### src/rtl/ifq_pkg.sv
// ifq_pkg: shared constants for the instruction fetch queue and the decode
// stage that consumes its output.
//   NOP_INS     - canonical RISC-V NOP (addi x0, x0, 0), shown when the queue is empty
//   OPC_*       - major opcodes of the control-flow instructions
//   is_ctrl_flow_opcode() - classifies a 7-bit major opcode as control flow
package ifq_pkg;

    localparam logic [31:0] NOP_INS    = 32'h00000013;
    localparam logic [6:0]  OPC_JAL    = 7'b1101111;
    localparam logic [6:0]  OPC_JALR   = 7'b1100111;
    localparam logic [6:0]  OPC_BRANCH = 7'b1100011;

    function automatic logic is_ctrl_flow_opcode(input logic [6:0] opcode);
        return (opcode == OPC_JAL) || (opcode == OPC_JALR) || (opcode == OPC_BRANCH);
    endfunction

endpackage

### src/rtl/ifq_if.sv
// ifq_if: bundle of the enqueue (fetch side) and dequeue (decode side)
// handshakes of the instruction fetch queue, plus flush and occupancy.
//
// Handshake semantics (both channels): a transfer happens on a rising clock
// edge where valid and ready are both high and flush_in is low. The producer
// must hold valid and its payload stable until the transfer; ready never
// depends on valid of the same channel. flush_in cancels both transfers of
// that cycle.
//
// Modports:
//   slave  - the queue itself (accepts enqueues, offers dequeues)
//   master - the surrounding pipeline (fetch unit + decode stage)
interface ifq_if #(
    parameter int PTR_WIDTH  = 2,
    parameter int DATA_WIDTH = 32
);
    logic                  enq_valid_in;
    logic [DATA_WIDTH-1:0] enq_pc_in;
    logic [DATA_WIDTH-1:0] enq_ins_in;
    logic                  enq_ready_out;
    logic                  deq_ready_in;
    logic                  deq_valid_out;
    logic [DATA_WIDTH-1:0] deq_pc_out;
    logic [DATA_WIDTH-1:0] deq_ins_out;
    logic                  deq_ctrl_flow_out;
    logic                  flush_in;
    logic [PTR_WIDTH:0]    count_out;

    modport slave (
        input  enq_valid_in, enq_pc_in, enq_ins_in, deq_ready_in, flush_in,
        output enq_ready_out, deq_valid_out, deq_pc_out, deq_ins_out,
               deq_ctrl_flow_out, count_out
    );

    modport master (
        output enq_valid_in, enq_pc_in, enq_ins_in, deq_ready_in, flush_in,
        input  enq_ready_out, deq_valid_out, deq_pc_out, deq_ins_out,
               deq_ctrl_flow_out, count_out
    );
endinterface

### src/rtl/ifq_predecode.sv
// ifq_predecode: combinational predecoder on the enqueue path.
//   ins       in  32  instruction word being enqueued
//   ctrl_flow out  1  instruction is JAL, JALR or a conditional branch
module ifq_predecode
    import ifq_pkg::*;
(
    input  logic [31:0] ins,
    output logic        ctrl_flow
);
    // Only the major opcode decides control flow; the remaining bits are
    // folded into a sink so the full word can stay on the port.
    logic unused_ins_bits;

    assign unused_ins_bits = ^ins[31:7];
    assign ctrl_flow       = is_ctrl_flow_opcode(ins[6:0]);
endmodule

### src/rtl/ifq.sv
// ifq: instruction fetch queue between the fetch unit and decode.
// Circular buffer of DEPTH {pc, ins, ctrl_flow} entries; ctrl_flow is
// predecoded on enqueue. Dequeue outputs come straight from the head entry
// (no same-cycle bypass, so an enqueued entry is visible one cycle later).
//   ifq_clock_in  in   clock, all state changes on the rising edge
//   ifq_reset_in  in   synchronous active-high reset (pointers and count only)
//   bus           ifq_if.slave: enqueue/dequeue handshakes, flush, count_out
module ifq
    import ifq_pkg::*;
#(
    parameter int DEPTH      = 4,
    parameter int PTR_WIDTH  = 2,
    parameter int DATA_WIDTH = 32
) (
    input  logic  ifq_clock_in,
    input  logic  ifq_reset_in,
    ifq_if.slave  bus
);
    localparam logic [PTR_WIDTH:0] FULL_COUNT = (PTR_WIDTH + 1)'(DEPTH);

    // Entry storage has no reset: a stale entry is never visible because
    // deq_valid_out is derived from count.
    logic [DATA_WIDTH-1:0] pc_mem  [DEPTH];
    logic [DATA_WIDTH-1:0] ins_mem [DEPTH];
    logic                  cf_mem  [DEPTH];

    logic [PTR_WIDTH-1:0] wr_ptr;
    logic [PTR_WIDTH-1:0] rd_ptr;
    logic [PTR_WIDTH:0]   count;

    logic enq_ready;
    logic deq_valid;
    logic enq_fire;
    logic deq_fire;
    logic enq_ctrl_flow;

    ifq_predecode u_predecode (
        .ins       (bus.enq_ins_in),
        .ctrl_flow (enq_ctrl_flow)
    );

    // Ready ignores deq_ready_in on purpose: a full queue never accepts,
    // even when the head leaves in the same cycle.
    assign enq_ready = !ifq_reset_in && (count != FULL_COUNT);
    assign deq_valid = (count != '0);
    assign enq_fire  = bus.enq_valid_in && enq_ready && !bus.flush_in;
    assign deq_fire  = deq_valid && bus.deq_ready_in && !bus.flush_in;

    always_ff @(posedge ifq_clock_in) begin
        if (ifq_reset_in || bus.flush_in) begin
            wr_ptr <= '0;
            rd_ptr <= '0;
            count  <= '0;
        end else begin
            if (enq_fire) begin
                wr_ptr <= wr_ptr + PTR_WIDTH'(1);
            end
            if (deq_fire) begin
                rd_ptr <= rd_ptr + PTR_WIDTH'(1);
            end
            case ({enq_fire, deq_fire})
                2'b10:   count <= count + (PTR_WIDTH + 1)'(1);
                2'b01:   count <= count - (PTR_WIDTH + 1)'(1);
                default: count <= count;
            endcase
        end
    end

    // enq_fire already excludes reset and flush.
    always_ff @(posedge ifq_clock_in) begin
        if (enq_fire) begin
            pc_mem[wr_ptr]  <= bus.enq_pc_in;
            ins_mem[wr_ptr] <= bus.enq_ins_in;
            cf_mem[wr_ptr]  <= enq_ctrl_flow;
        end
    end

    // An empty queue presents a NOP so decode sees a harmless word.
    always_comb begin
        bus.deq_pc_out        = '0;
        bus.deq_ins_out       = DATA_WIDTH'(NOP_INS);
        bus.deq_ctrl_flow_out = 1'b0;
        if (deq_valid) begin
            bus.deq_pc_out        = pc_mem[rd_ptr];
            bus.deq_ins_out       = ins_mem[rd_ptr];
            bus.deq_ctrl_flow_out = cf_mem[rd_ptr];
        end
    end

    assign bus.enq_ready_out = enq_ready;
    assign bus.deq_valid_out = deq_valid;
    assign bus.count_out     = count;
endmodule
### src/flat_wrapper.sv
// flat-port wrapper written by rule: the top's interface ports become plain ports
module ifq_flat import ifq_pkg::*;
#(
    parameter int DEPTH      = 4,
    parameter int PTR_WIDTH  = 2,
    parameter int DATA_WIDTH = 32
)
  (ifq_clock_in, ifq_reset_in, bus_enq_valid_in, bus_enq_pc_in, bus_enq_ins_in, bus_deq_ready_in, bus_flush_in, bus_enq_ready_out, bus_deq_valid_out, bus_deq_pc_out, bus_deq_ins_out, bus_deq_ctrl_flow_out, bus_count_out);
  ifq_if #(.PTR_WIDTH(PTR_WIDTH), .DATA_WIDTH(DATA_WIDTH)) bus_i ();
  input  logic ifq_clock_in;
  input  logic ifq_reset_in;
  input wire logic [$bits(bus_i.enq_valid_in)-1:0] bus_enq_valid_in;
  input wire logic [$bits(bus_i.enq_pc_in)-1:0] bus_enq_pc_in;
  input wire logic [$bits(bus_i.enq_ins_in)-1:0] bus_enq_ins_in;
  input wire logic [$bits(bus_i.deq_ready_in)-1:0] bus_deq_ready_in;
  input wire logic [$bits(bus_i.flush_in)-1:0] bus_flush_in;
  output wire logic [$bits(bus_i.enq_ready_out)-1:0] bus_enq_ready_out;
  output wire logic [$bits(bus_i.deq_valid_out)-1:0] bus_deq_valid_out;
  output wire logic [$bits(bus_i.deq_pc_out)-1:0] bus_deq_pc_out;
  output wire logic [$bits(bus_i.deq_ins_out)-1:0] bus_deq_ins_out;
  output wire logic [$bits(bus_i.deq_ctrl_flow_out)-1:0] bus_deq_ctrl_flow_out;
  output wire logic [$bits(bus_i.count_out)-1:0] bus_count_out;
  assign bus_i.enq_valid_in = bus_enq_valid_in;
  assign bus_i.enq_pc_in = bus_enq_pc_in;
  assign bus_i.enq_ins_in = bus_enq_ins_in;
  assign bus_i.deq_ready_in = bus_deq_ready_in;
  assign bus_i.flush_in = bus_flush_in;
  assign bus_enq_ready_out = bus_i.enq_ready_out;
  assign bus_deq_valid_out = bus_i.deq_valid_out;
  assign bus_deq_pc_out = bus_i.deq_pc_out;
  assign bus_deq_ins_out = bus_i.deq_ins_out;
  assign bus_deq_ctrl_flow_out = bus_i.deq_ctrl_flow_out;
  assign bus_count_out = bus_i.count_out;
  ifq #(.DEPTH(DEPTH), .PTR_WIDTH(PTR_WIDTH), .DATA_WIDTH(DATA_WIDTH)) u_core (.ifq_clock_in(ifq_clock_in), .ifq_reset_in(ifq_reset_in), .bus(bus_i));
endmodule
### config.mk
export PLATFORM = sky130hd
export DESIGN_NAME = ifq_flat
export DESIGN_NICKNAME = d
export VERILOG_FILES = /design/src/rtl/ifq_pkg.sv /design/src/rtl/ifq_if.sv /design/src/rtl/ifq_predecode.sv /design/src/rtl/ifq.sv /design/src/flat_wrapper.sv
export SDC_FILE = /design/constraint.sdc
export NUM_CORES = 1
export LEC_CHECK = 0
export CAP_MARGIN = 20
export CELL_PAD_IN_SITES_DETAIL_PLACEMENT = 0
export CELL_PAD_IN_SITES_GLOBAL_PLACEMENT = 1
export CORE_MARGIN = 5
export CORE_UTILIZATION = 40
export CTS_CLUSTER_DIAMETER = 200
export DETAILED_ROUTE_END_ITERATION = 12
export PLACE_DENSITY_LB_ADDON = 0.1
export SYNTH_ARGS = -nofsm -noshare
export SYNTH_HDL_FRONTEND = slang
export SYNTH_SLANG_ARGS = --single-unit
### constraint.sdc
create_clock -name ifq_clock_in -period 6.6 [get_ports ifq_clock_in]
set_input_delay 0.66 -clock ifq_clock_in [delete_from_list [all_inputs] [get_ports ifq_clock_in]]
set_output_delay 0.66 -clock ifq_clock_in [all_outputs]
set_load 0.02 [all_outputs]
[Yosys cells after proc, flatten, opt, wreduce, memory -nomap -nowiden]
Memory sizes are Yosys's and may differ from the RTL's. A register that Yosys moved wholly into a read port is not among the register bits.
Index checks and enable logic that the tools add are counted.
Storage, ports and cells
  flip-flop bits (word level): 7
  latch bits: 0
  memory bits (writable): 260
  bits in read-only memories: 0
  input bits: 69
  output and inout bits: 70
  word-level logic and storage cells: 40
  memories: 3
Memory list
  u_core.ins_mem: depth 4, width 32, read ports 1, clocked after Yosys merged registers in 1, write ports 1, RTL line ifq.sv:24  | logic [DATA_WIDTH-1:0] ins_mem [DEPTH];
  u_core.pc_mem: depth 4, width 32, read ports 1, clocked after Yosys merged registers in 1, write ports 1, RTL line ifq.sv:23  | logic [DATA_WIDTH-1:0] pc_mem [DEPTH];
  u_core.cf_mem: depth 4, width 1, read ports 1, clocked after Yosys merged registers in 1, write ports 1, RTL line ifq.sv:25  | logic cf_mem [DEPTH];
Cells by class
  add/subtract/negate cells: 4
  $mul: 0
  div/mod/pow operators: 0
  magnitude comparators: 0
  eq/ne operators: 6
  shift operators: 0
  multiplexer cells: 12
  bitwise gates (word level): 0
  reduce and logical (&&, ||, !) cells: 12
Operators by type and width (number)
  32-bit two-way mux: 2
  7-bit == test (second input constant): 3
  2-bit two-way mux: 6
  3-bit one-hot mux with 2 select lines: 1
  1-bit logical AND: 5
  2-bit by 1-bit adder with 2-bit output (second input constant): 2
  3-bit by 1-bit adder with 3-bit output (second input constant): 1
  1-bit logical OR: 3
  1-bit two-way mux: 3
  3-bit inequality test (second input constant): 1
  3-bit nonzero test: 1
  3-bit by 1-bit subtractor with 3-bit output (second input constant): 1
  2-bit by 1-bit == test with 1-bit output (second input constant): 1
  2-bit == test (second input constant): 1
  1-bit logical NOT: 2
  2-bit nonzero test: 1

[Logic depth before layout (Yosys ltp)]
Gate-level depths: netlist of the first run.
  depth in word-level cells: 6
  mapped depth: 9
  gate-level depth less buffers: 9

[By module]
From an unflattened synthesis of the first run, not the netlist that was laid out.
Unflattened totals
  cells, all modules: 470
  area, all modules: 10329.9 µm²
By module, submodules not included
  ifq: times used 1, cells each 466, area each 10294.9 µm², sequential area each 7987.7 µm²
  ifq_predecode: times used 1, cells each 4, area each 35.0 µm², sequential area each 0.0 µm²

[Least setup slack after synthesis of the first run]
No wires, ideal clock.
  kind: input to register
  start point: input port bus_flush_in
  end point: memory u_core.cf_mem[0] (enable)
  library setup time: 0.430 ns
  arrival time: 2.572 ns
  required time: 6.170 ns
  slack: 3.598 ns
  stages on the path: 2
  buffers on the path: 0
  cell sequence: nor2_1 and3_1
On the way
  cells in the longest elaborated chain, start to end: 4
Ends and longest elaborated chain
  start: declaration: RTL line flat_wrapper.sv:16  | input wire logic [$bits(bus_i.flush_in)-1:0] bus_flush_in;
  1-bit logical NOT: RTL line ifq.sv:46  | assign enq_fire = bus.enq_valid_in && enq_ready && !bus.flush_in;
  1-bit logical AND: RTL line ifq.sv:46
  1-bit two-way mux: RTL line ifq.sv:71  | if (enq_fire) begin
  1-bit two-way mux (implied by the code): RTL line ifq.sv:74  | cf_mem[wr_ptr] <= enq_ctrl_flow;
  end: declaration: RTL line ifq.sv:25
Every way passes these cells.

==> summary by stage, run 1 <==
Routing
The ratio of routed vias to standard cells is 5.008. The count of nets left with antenna violations once routing finished came out at 0. The detailed router's first-iteration violation count is 274. The wire length reported by the detailed router is 20430 um. The pre-antenna-repair detailed-routing pass consisted of 4 iterations.

Summing over every cut layer, the via total after detailed routing is 4868. The detailed-route DRC error count is 0. The routed length per instance is 21.02 um.

Setup path
The critical path is of the reg2out type. The launching element type of the critical path is a flop. The maximum fanout along the worst path is 33. The launch instance of the worst register-to-register path is u_core.bus.count_out[2]. The number of cells traversed by the worst register-to-register path is 9. The endpoint of the lowest-slack register-to-register path is u_core.bus.count_out[2]. Data arrives at the worst endpoint at 3420 ps. The endpoint type of the worst setup path is an output pin. The slack of the worst reg-to-reg path is 4210 ps. The endpoint required time on the critical path is 5940 ps.

Clock network
The post-CTS setup repair buffer count is 0. TritonCTS built the clock tree. In this run the number of H-tree levels came out at 1. Gates resized during post-CTS repair numbered 0. Counting along the longest clock path gives a buffer depth of 3. Clock-pin slew was measured on the worst setup and hold paths at 60 ps. In this run, post-CTS hold repair placed 0 buffers. The cell at the root of the clock tree is clkbuf_16.

The worst-skew pair later-pin latency is 520 ps. CTS saw 269 sinks. The number of clock buffers added by TritonCTS is 28.

Final layout
Compared with the post-synthesis result, the final layout area differs by 26.21%. The layout net count is 695. The count of inserted antenna diode cells is 0.

The final cell count without fillers is 972. In the final layout, the share of cells above drive strength 1 is 0.1869.

Power and ir drop
The leakage component of the power is 4.059 nW. The maximum vdd drop is 170.0 uV. For this design the ratio of total power to cell area is 278.5 nW/um2.

Synthesis
The synthesized area per cell is 21.95 um2. The post-synthesis cell type with the largest combined area is edfxtp_1. Counting distinct cell types in the post-synthesis netlist gives 26.

After synthesis, the cell types taking the most area are edfxtp_1, mux4_2, and2_1, dfxtp_1, buf_6. The number of register bits inferred by synthesis is 269. Of the post-synthesis cell area, the part taken by muxes is 0.1419. The simple-gate portion of the synthesized area is 0.05300.

The xor/xnor share of the synthesized area is 0.002547. In the synthesized netlist the async set-or-reset flop fraction comes to 0. The share of the Yosys chip area taken by registers is 0.7743. The cell area after synthesis is 10320 um2. The complex-gate fraction of the synthesized area is 0.004851.

Yosys mapped a number of flops with a built-in enable equal to 260. The most used flip-flop cell after synthesis is edfxtp_1. The share of synthesized area in the top cell type comes to 0.7568. The synthesized instance count is 470. The synthesis warning total is 0. After synthesis, the most frequently instantiated cells are edfxtp_1, mux4_2, and2_1. The most common cell in the synthesized netlist is edfxtp_1.

Synthesis produced a netlist with a net count of 545. The dominant combinational cell family by area after synthesis is multiplexers. The share of synthesized cell area in full adder, half adder and majority cells is 0.008005.

Timing
The setup slack of the critical path after layout is 2521 ps. The final sum of negative setup slack is 0 ps. The final max-slew violation count was 0. The worst path needs 4079 ps of the cycle, external delays included.

The clock arrives with 5.332 ps of skew. At the pin with the least slew margin, the transition time is 1068 ps. In the finished design, the share of the clock period the worst path needs comes to 0.6180. The final number of hold-violating endpoints is 0. Setup repair after global routing left no endpoint under its margin. Setup violations remaining at the end of the flow were counted as 0. Derived from the worst setup path, the maximum achievable clock frequency is 245.2 MHz.

The worst pin sits at a relative slew slack of 0.2879.

Placement
At the end of routability-driven placement, the weighted congestion stood at 0.6919. The placed wire-length estimate after detailed placement is 11100 um. At the placement stage, the worst setup path has a slack of 2939 ps. The number of instances in the placed design is 919.

The number of input and output port buffers inserted is 138.

Worst hold path
The classification of the worst-slack hold path is reg2reg. The start point of the worst min-delay path is u_core.rd_ptr[1]. Counting instances, the worst hold path has a depth of 2.

Global route
The global-route wire length before repair is 31750 um. The via count of the first global-routing pass is 5501. Entering global routing, the biggest net connects 66 pins. In the global route stage, overall resource usage came out at 0.1419. The number of antenna violations at the first check in global routing is 0.

The total grt overflow is 0.

Job
Max-cap violations in this run came to 0.

Die
From left edge to right edge, the die measures 170.6 um. The floorplan step defined a core boundary enclosing 25250 um2. The die is 170.6 um tall.

The area of the die is 29100 um2. The initial cell density of the core is 0.4085. Pin placement for this block handled 139 I/O pins. After floorplanning, the core was divided into 58 placement rows.

Run status
The run finished with clean final reports.
## cells by family after synthesis
group / Yosys count
XOR/XNOR: 3
AND/OR/NAND/NOR: 90
adder cells (fa/ha/maj): 6
flip-flops: 269
multiplexers: 65
buffers and inverters: 28
AO/OA/AOI/OAI: 9
## layout make-up
class,count,area (um2)
multi-input combinational,173,2190
clock inverter,13,166.4
inverter,7,26.28
clock buffer,39,793.3
timing repair buffer,141,1436
fill,2053,12230
sequential,269,7995
tap,330,412.9
## how the worst max path moves through the flow
stage / start / end / slack, ps / depth (start not counted)
final: flop / bus_deq_ins_out[0] / 2520 / 4
after global routing: flop / bus_deq_ins_out[0] / 2210 / 4
after CTS: flop / bus_deq_ins_out[1] / 2360 / 4
after detailed placement: flop / bus_deq_ins_out[4] / 2940 / 4
after global placement: flop / bus_deq_ins_out[1] / 2920 / 4
after floorplan: bus_flush_in / u_core.cf_mem[0] / 3600 / 2
## cells in the final DEF (no fill, tap or decap), drive strengths merged, types with 3 or more instances in the layout
cell / synthesis / routed
bufinv: 0 / 4
edfxtp: 260 / 260
inv: 7 / 7
nor2: 8 / 8
a21oi: 3 / 3
clkdlybuf4s50: 0 / 138
xor2: 3 / 3
buf: 13 / 3
and2: 63 / 63
clkbuf: 8 / 39
ha: 5 / 5
o21ai: 4 / 4
or2: 4 / 4
nand2: 3 / 3
and3: 4 / 4
dfxtp: 9 / 9
clkinv: 0 / 7
mux4: 65 / 65
## metal layers
metal  track usage  wire, um
met5             0         0
met4       0.02951       260
met3       0.03165      1164
met2        0.2471     10450
met1        0.1849      8556
## metrics by stage
step,hold slack [ps],cell area (um2),utilization,total power [mW]
floorplan,459.1,10320,-,1.974
global placement,458.2,12010,0.4757,2.054
detailed placement,483.7,12030,0.4765,2.059
CTS,488.7,12990,0.5145,3.672
global route,500.3,13020,0.5156,3.761
finish,487.3,13020,0.5156,3.626
## power breakdown
| part | total, mW | switching (mW) | internal (mW) | leakage [nW] |
|---|---|---|---|---|
| Combinational | 0.128 | 0.0594 | 0.0687 | 1.17 |
| Clock | 1.60 | 0.613 | 0.992 | 0.464 |
| Sequential | 1.89 | 0.00483 | 1.89 | 2.43 |
## worst max-delay path, stage by stage (launching register included)
cell	delay, ps
dfxtp_4	800
buf_4	690
mux4_2	590
or2_1	220
clkdlybuf4s50_1	550
## state kept, by name, summed over array words and instances (netlist names), named ones only
register              cells
u_core.pc_mem           128
u_core.bus.count_out      3
u_core.ins_mem          128
u_core.wr_ptr             2
u_core.rd_ptr             2
u_core.cf_mem             4
(Power assumes the default switching activity.)
==> run 2, diff against run 1 <==
Clock period 6.6 ns to 3.35 ns, I/O delays scaled along.
==> summary by stage, run 2 (same netlist as run 1, synthesis figures left out) <==
Timing
The worst slew slack as a fraction of its limit is 0.6148 (+0.3269). The final max-slew violation count is 0 (unchanged). The routed design could run at a clock period as short as 3045 ps. The count of final setup violators came to 0 (unchanged). The final sum of negative setup slack is 0 ps (unchanged). The period utilization is 0.9091.

The worst-case clock skew is 6.832 ps (+1.500 ps). The actual slew at the worst max-slew pin is 577.8 ps (-490.3 ps). Setup repair after global routing left no endpoint under its margin. The final number of hold-violating endpoints is 0 (unchanged).

The setup slack of the critical path after layout is 304.6 ps (-2216 ps). The maximum achievable frequency is 328.4 MHz.

Placement
The placed wire-length estimate after detailed placement is 12690 um (+14%). The placer congestion estimate was 0.6798 (-1.7%). The worst setup slack before clock tree synthesis is 792.4 ps (-2147 ps). The number of instances in the placed design is 932 (+1.4%). The number of input and output port buffers inserted is 138 (unchanged).

Final layout
The most frequent standard cell in the layout excluding fill and tap cells is edfxtp_1. The area growth from synthesis to layout is 26.69%. Leaving out fill and tap cells, the most frequent cells in the layout are edfxtp_1, clkdlybuf4s50_1, mux4_2, and2_1, clkbuf_16. The number of fill cells is 2032 (-1.0%). The proportion of layout cells with a drive suffix above 1 was 0.1917 (+0.004802). The sequential cell area came to 7995 um2 (unchanged). The multi-input logic area is 2190 um2 (unchanged). The count of inserted antenna diode cells is 0 (unchanged). The final cell count without fillers is 982 (+1.0%). The layout net count is 707 (+1.7%). The largest registers in the layout are u_core.ins_mem: 128 flops, u_core.pc_mem: 128 flops, u_core.cf_mem: 4 flops.

Global route
The global-route wire length before repair is 31680 um (-0.22%). The total grt overflow is 0 (unchanged). The number of antenna violations at the first check in global routing is 0 (unchanged). The pin count of the biggest net entering global routing is 35 (-47%). The global-route usage over all layers is 0.1414 (-0.0005008). The via count of the first global-routing pass is 5486 (-0.27%).

Setup path
The maximum fanout along the worst path is 25 (-24%). STA classifies the critical path endpoint as an output pin. The worst setup path is of the reg2out kind.

The data arrival time of the critical path is 2710 ps (-710 ps). The endpoint required time on the critical path is 3010 ps (-2930 ps). The worst setup path is launched from a flop. The slack of the worst reg-to-reg path came to 960 ps (-3250 ps).

Clock network
The clock tree from TritonCTS is yes. The number of buffers created by CTS is 28 (unchanged). The maximum number of buffers from clock root to sink came to 3 (unchanged). The worst-skew pair later-pin latency is 520 ps (about the same). The number of cells upsized or downsized after cts is 0 (unchanged). The total of hold buffers inserted after clock tree synthesis came to 0 (unchanged). The post-CTS setup repair buffer count was 0 (unchanged). The number of H-tree branching levels is 1 (unchanged). The cell at the root of the clock tree is clkbuf_16. The number of sinks handled by clock tree synthesis is 269 (unchanged).

The clock-pin slew on the worst setup and hold paths is 60 ps (about the same).

Routing
The routed length per instance was 20.99 um (-0.10%). The ratio of routed vias to standard cells was 5.073 (+1.3%). The via count is 4982 (+2.3%). The number of detailed-route iterations in the first pass came to 4 (unchanged). The wire length reported by the detailed router was 20620 um (+0.93%).

The detailed router's first-iteration violation count is 241 (-12%). The detailed-route DRC error count came to 0 (unchanged). The remaining antenna violation count was 0 (unchanged).

Power and ir drop
The net switching share of the total power was 0.1884 (+0.001745). The leakage component of the power is 4.087 nW (+0.70%). The power dissipated by switching net loads is 1.297 mW (+92%). The power per standard cell area is 526.6 nW/um2 (+89%). The power share of the clock group came to 0.421 (-0.021). The proportion of power drawn by combinational gates was 0.037 (+0.002).

The cell internal power dissipation is 5.586 mW (+89%). The power share of the sequential group is 0.542 (+0.020). The maximum vdd drop was 337.0 uV (+98%). The final total power came to 6.883 mW (+90%).

Die
The area of the core is 25250 um2 (unchanged). The initial cell density of the core is 0.4085 (unchanged). The chip width is 170.6 um (unchanged). The number of I/O pins is 139 (unchanged).

The vertical die dimension came to 170.6 um (unchanged). The row count was 58 (unchanged). The area of the die was 29100 um2 (unchanged).

Job
The number of maximum-capacitance constraint violations was 0 (unchanged).

Worst hold path
The classification of the worst-slack hold path is in2reg.

Run status
The flow ran to the end, and the final reports show no timing, DRC or antenna violations.
## run 2: metal layers
layer  vias to the layer above  part of all wire  global-route usage
met5                         -                 0                   0
met3                        30             0.064             0.02981
met4                         0             0.016             0.03090
met2                       147              0.51              0.2472
met1                      2578              0.41              0.1838
li1                       2227                 -                   -
## run 2: power groups by stage
stage	registers, mW	clock network, mW	logic, mW
finish	3.73	2.90	0.255
CTS	3.73	2.97	0.260
global placement	3.80	0	0.253
detailed placement	3.80	0	0.259
global route	3.73	3.11	0.275
floorplan	3.80	0	0.0865
## run 2: worst max-delay path, cell delays in order, from the launching register on
cell and delay [ps]:
dfxtp_4 620, buf_12 290, mux4_2 530, and2_1 180
clkdlybuf4s50_1 530
## run 2: worst paths after layout
kind                            from                       to  depth (start not counted)
max                             flop       bus_deq_pc_out[19]                          4
min reg2reg         u_core.rd_ptr[1]                     flop                          2
max reg2reg  u_core.bus.count_out[2]  u_core.bus.count_out[2]                          9
min               bus_enq_ins_in[16]    u_core.ins_mem[0][16]                          1
## run 2: layout make-up
| cell class | instances | share of cell area |
|---|---|---|
| Sequential cell | 269 | 0.6117 |
| Multi-Input combinational cell | 173 | 0.1675 |
| Timing Repair Buffer | 153 | 0.1210 |
| Clock buffer | 38 | 0.05811 |
| Tap cell | 330 | 0.03159 |
| Clock inverter | 12 | 0.008041 |
| Inverter | 7 | 0.002010 |
## run 2: stage by stage
step	hold WS (ps)	utilization	cell area, um2
floorplan	433.9	-	10320
global placement	457.9	0.4833	12210
detailed placement	487.6	0.4833	12210
CTS	417.9	0.5175	13070
global route	425.6	0.5175	13070
finish	437.8	0.5175	13070
==> run 3, diff against run 2 <==
Settings changed: CORE_UTILIZATION 40 to 51.
Clock period 3.35 ns to 3.7 ns, I/O delays scaled along.
==> summary by stage, run 3 (same netlist as run 1, synthesis figures left out) <==
Setup path
The slack of the worst reg-to-reg path is 1220 ps (+260 ps). The number of cells traversed by the worst register-to-register path is 9 (unchanged). The data arrival time of the critical path is 2780 ps (+70 ps). The maximum fanout along the worst path is 63 (+150%). The endpoint of the lowest-slack register-to-register path is u_core.bus.count_out[2].

The start-to-end type of the worst setup path is reg2out. The endpoint required time on the critical path is 3330 ps (+320 ps). The worst setup path is captured at an output pin. The worst setup path is launched from a flop. In this run the worst setup path begins at u_core.bus.count_out[0]. The endpoint of the most critical setup path is bus_deq_pc_out[0]. The launch instance of the worst register-to-register path is u_core.bus.count_out[2].

Worst hold path
The path class of the tightest hold or removal check is reg2reg.

Timing
Dividing the final minimum period by the clock period gives 0.8508. The worst slew slack as a fraction of its limit is 0.3654 (-0.2494). The final sum of negative setup slack is 0 ps (unchanged).

The final number of hold-violating endpoints is 0 (unchanged). The final max-slew violation count is 0 (unchanged). The worst-case clock skew is 5.046 ps (-1.787 ps). The actual slew at the worst max-slew pin came to 950.5 ps (+372.7 ps). The count of final setup violators is 0 (unchanged). The setup slack of the critical path after layout came to 552.2 ps (+247.6 ps).

Setup repair after global routing left no endpoint under its margin. The worst hold slack across all endpoints is 482.5 ps (+44.64 ps). The maximum achievable frequency is 317.7 MHz. Subtracting the final worst setup slack from the clock period gives 3148 ps.

Final layout
The fraction of the core area covered by cells at the end of the flow came to 0.6418 (+0.1243). The count of inserted antenna diode cells is 0 (unchanged). The area growth from synthesis to layout is 25.08%. In the layout the commonest cells are edfxtp_1, clkdlybuf4s50_1, mux4_2, and2_1, clkbuf_16. In the final layout, the registers with the most flip-flops are u_core.ins_mem: 128 flops, u_core.pc_mem: 128 flops, u_core.cf_mem: 4 flops. The total non-filler cell area in the finished layout is 12900 um2 (-1.3%). The final cell count without fillers came to 915 (-6.8%). The proportion of layout cells with a drive suffix above 1 is 0.1876 (-0.004121). The number of fill cells is 1375 (-32%). The layout net count came to 703 (-0.57%).

Leaving out fill and tap cells, the most frequent cell in the layout is edfxtp_1.

Power and ir drop
The power share of the clock group was 0.409 (-0.012). The power per standard cell area is 473.3 nW/um2 (-10%). The final total power is 6.108 mW (-11%). The power share of the sequential group came to 0.553 (+0.011). The cell internal power dissipation was 4.958 mW (-11%). The maximum vdd drop is 371.1 uV (+10%). The power dissipated by switching net loads is 1.149 mW (-11%). The leakage component of the power is 4.043 nW (-1.1%).

The proportion of power drawn by combinational gates was 0.038 (about the same). The net switching share of the total power was 0.1882 (-0.0001996).

Placement
The placed wire-length estimate after detailed placement is 12080 um (-4.8%). The worst setup slack before clock tree synthesis came to 1027 ps (+234.2 ps). The number of instances in the placed design is 869 (-6.8%). The placer congestion estimate is 0.7667 (+13%). The number of input and output port buffers inserted is 138 (unchanged).

The post-placement cell area is 12100 um2 (-0.90%).

Clock network
The clock tree from TritonCTS is yes. The cell at the root of the clock tree is clkbuf_16. The clock-pin slew on the worst setup and hold paths was 60 ps (about the same). The number of H-tree branching levels is 1 (unchanged).

The worst-skew pair later-pin latency came to 510 ps (about the same). The maximum number of buffers from clock root to sink is 3 (unchanged). The number of sinks handled by clock tree synthesis was 269 (unchanged). The number of cells upsized or downsized after cts is 0 (unchanged). The post-CTS setup repair buffer count is 0 (unchanged). The total of hold buffers inserted after clock tree synthesis is 0 (unchanged). The number of buffers created by CTS is 27 (-3.6%).

Routing
The routed length per instance came to 21.69 um (+3.3%). The ratio of routed vias to standard cells is 5.423 (+6.9%). The number of detailed-route iterations in the first pass came to 4 (unchanged). The detailed router's first-iteration violation count was 308 (+28%). The wire length reported by the detailed router came to 19840 um (-3.7%).

The detailed-route DRC error count is 0 (unchanged). The remaining antenna violation count is 0 (unchanged). The via count is 4962 (-0.40%).

Die
The vertical die dimension is 152.2 um (-11%). The initial cell density of the core is 0.5131 (+0.1046). The area of the die is 23170 um2 (-20%). The number of I/O pins was 139 (unchanged).

The area of the core is 20100 um2 (-20%). The chip width is 152.2 um (-11%). The row count came to 52 (-10%).

Global route
The global-route wire length before repair is 31230 um (-1.4%). The pin count of the biggest net entering global routing is 64 (+83%). The total grt overflow came to 0 (unchanged). The via count of the first global-routing pass is 5377 (-2.0%). The global-route usage over all layers is 0.1709 (+0.02948). The number of antenna violations at the first check in global routing came to 0 (unchanged).

Job
The number of maximum-capacitance constraint violations was 0 (unchanged).

Run status
The run finished with clean final reports.
-- run 3: worst min-delay path by stage --
stage,from,end,slack (ps),cells past startpoint
global route,bus_enq_pc_in[6],u_core.pc_mem[0][6],480,1
finish,u_core.rd_ptr[1],flop,480,2
global placement,u_core.rd_ptr[1],flop,460,2
CTS,bus_enq_pc_in[14],u_core.pc_mem[3][14],480,1
floorplan,u_core.rd_ptr[1],flop,460,2
detailed placement,u_core.rd_ptr[1],flop,470,2
-- run 3: layout make-up --
| type | instances | area (um2) | share of cell area |
|---|---|---|---|
| Clock inverter | 13 | 110.1 | 0.008533 |
| Multi-Input combinational cell | 173 | 2190 | 0.1697 |
| Tap cell | 270 | 337.8 | 0.02618 |
| Clock buffer | 33 | 698.2 | 0.05411 |
| Sequential cell | 269 | 7995 | 0.6196 |
| Inverter | 7 | 26.28 | 0.002036 |
| Timing Repair Buffer | 150 | 1546 | 0.1198 |
-- run 3: critical path, stage by stage, from the launching register on --
cell             delay (ps)
dfxtp_1                 440
nor3_2                   70
buf_4                   160
inv_2                   680
and2_1                  270
clkdlybuf4s50_1         620
-- run 3: layer usage --
layer	routed length [um]	vias to the layer above	part of all wire	GRT usage
li1	-	2229	-	-
met1	8156	2570	0.41	0.2291
met2	10410	140	0.52	0.2978
met3	1059	23	0.053	0.03153
met4	221	0	0.011	0.03425
met5	0	-	0	0
-- run 3: power by group through the flow --
| stage | clock (mW) | combinational [mW] | sequential [mW] |
|---|---|---|---|
| floorplan | 0 | 0.0783 | 3.44 |
| global placement | 0 | 0.225 | 3.44 |
| detailed placement | 0 | 0.233 | 3.44 |
| CTS | 2.56 | 0.234 | 3.38 |
| global route | 2.69 | 0.247 | 3.38 |
| finish | 2.50 | 0.230 | 3.38 |
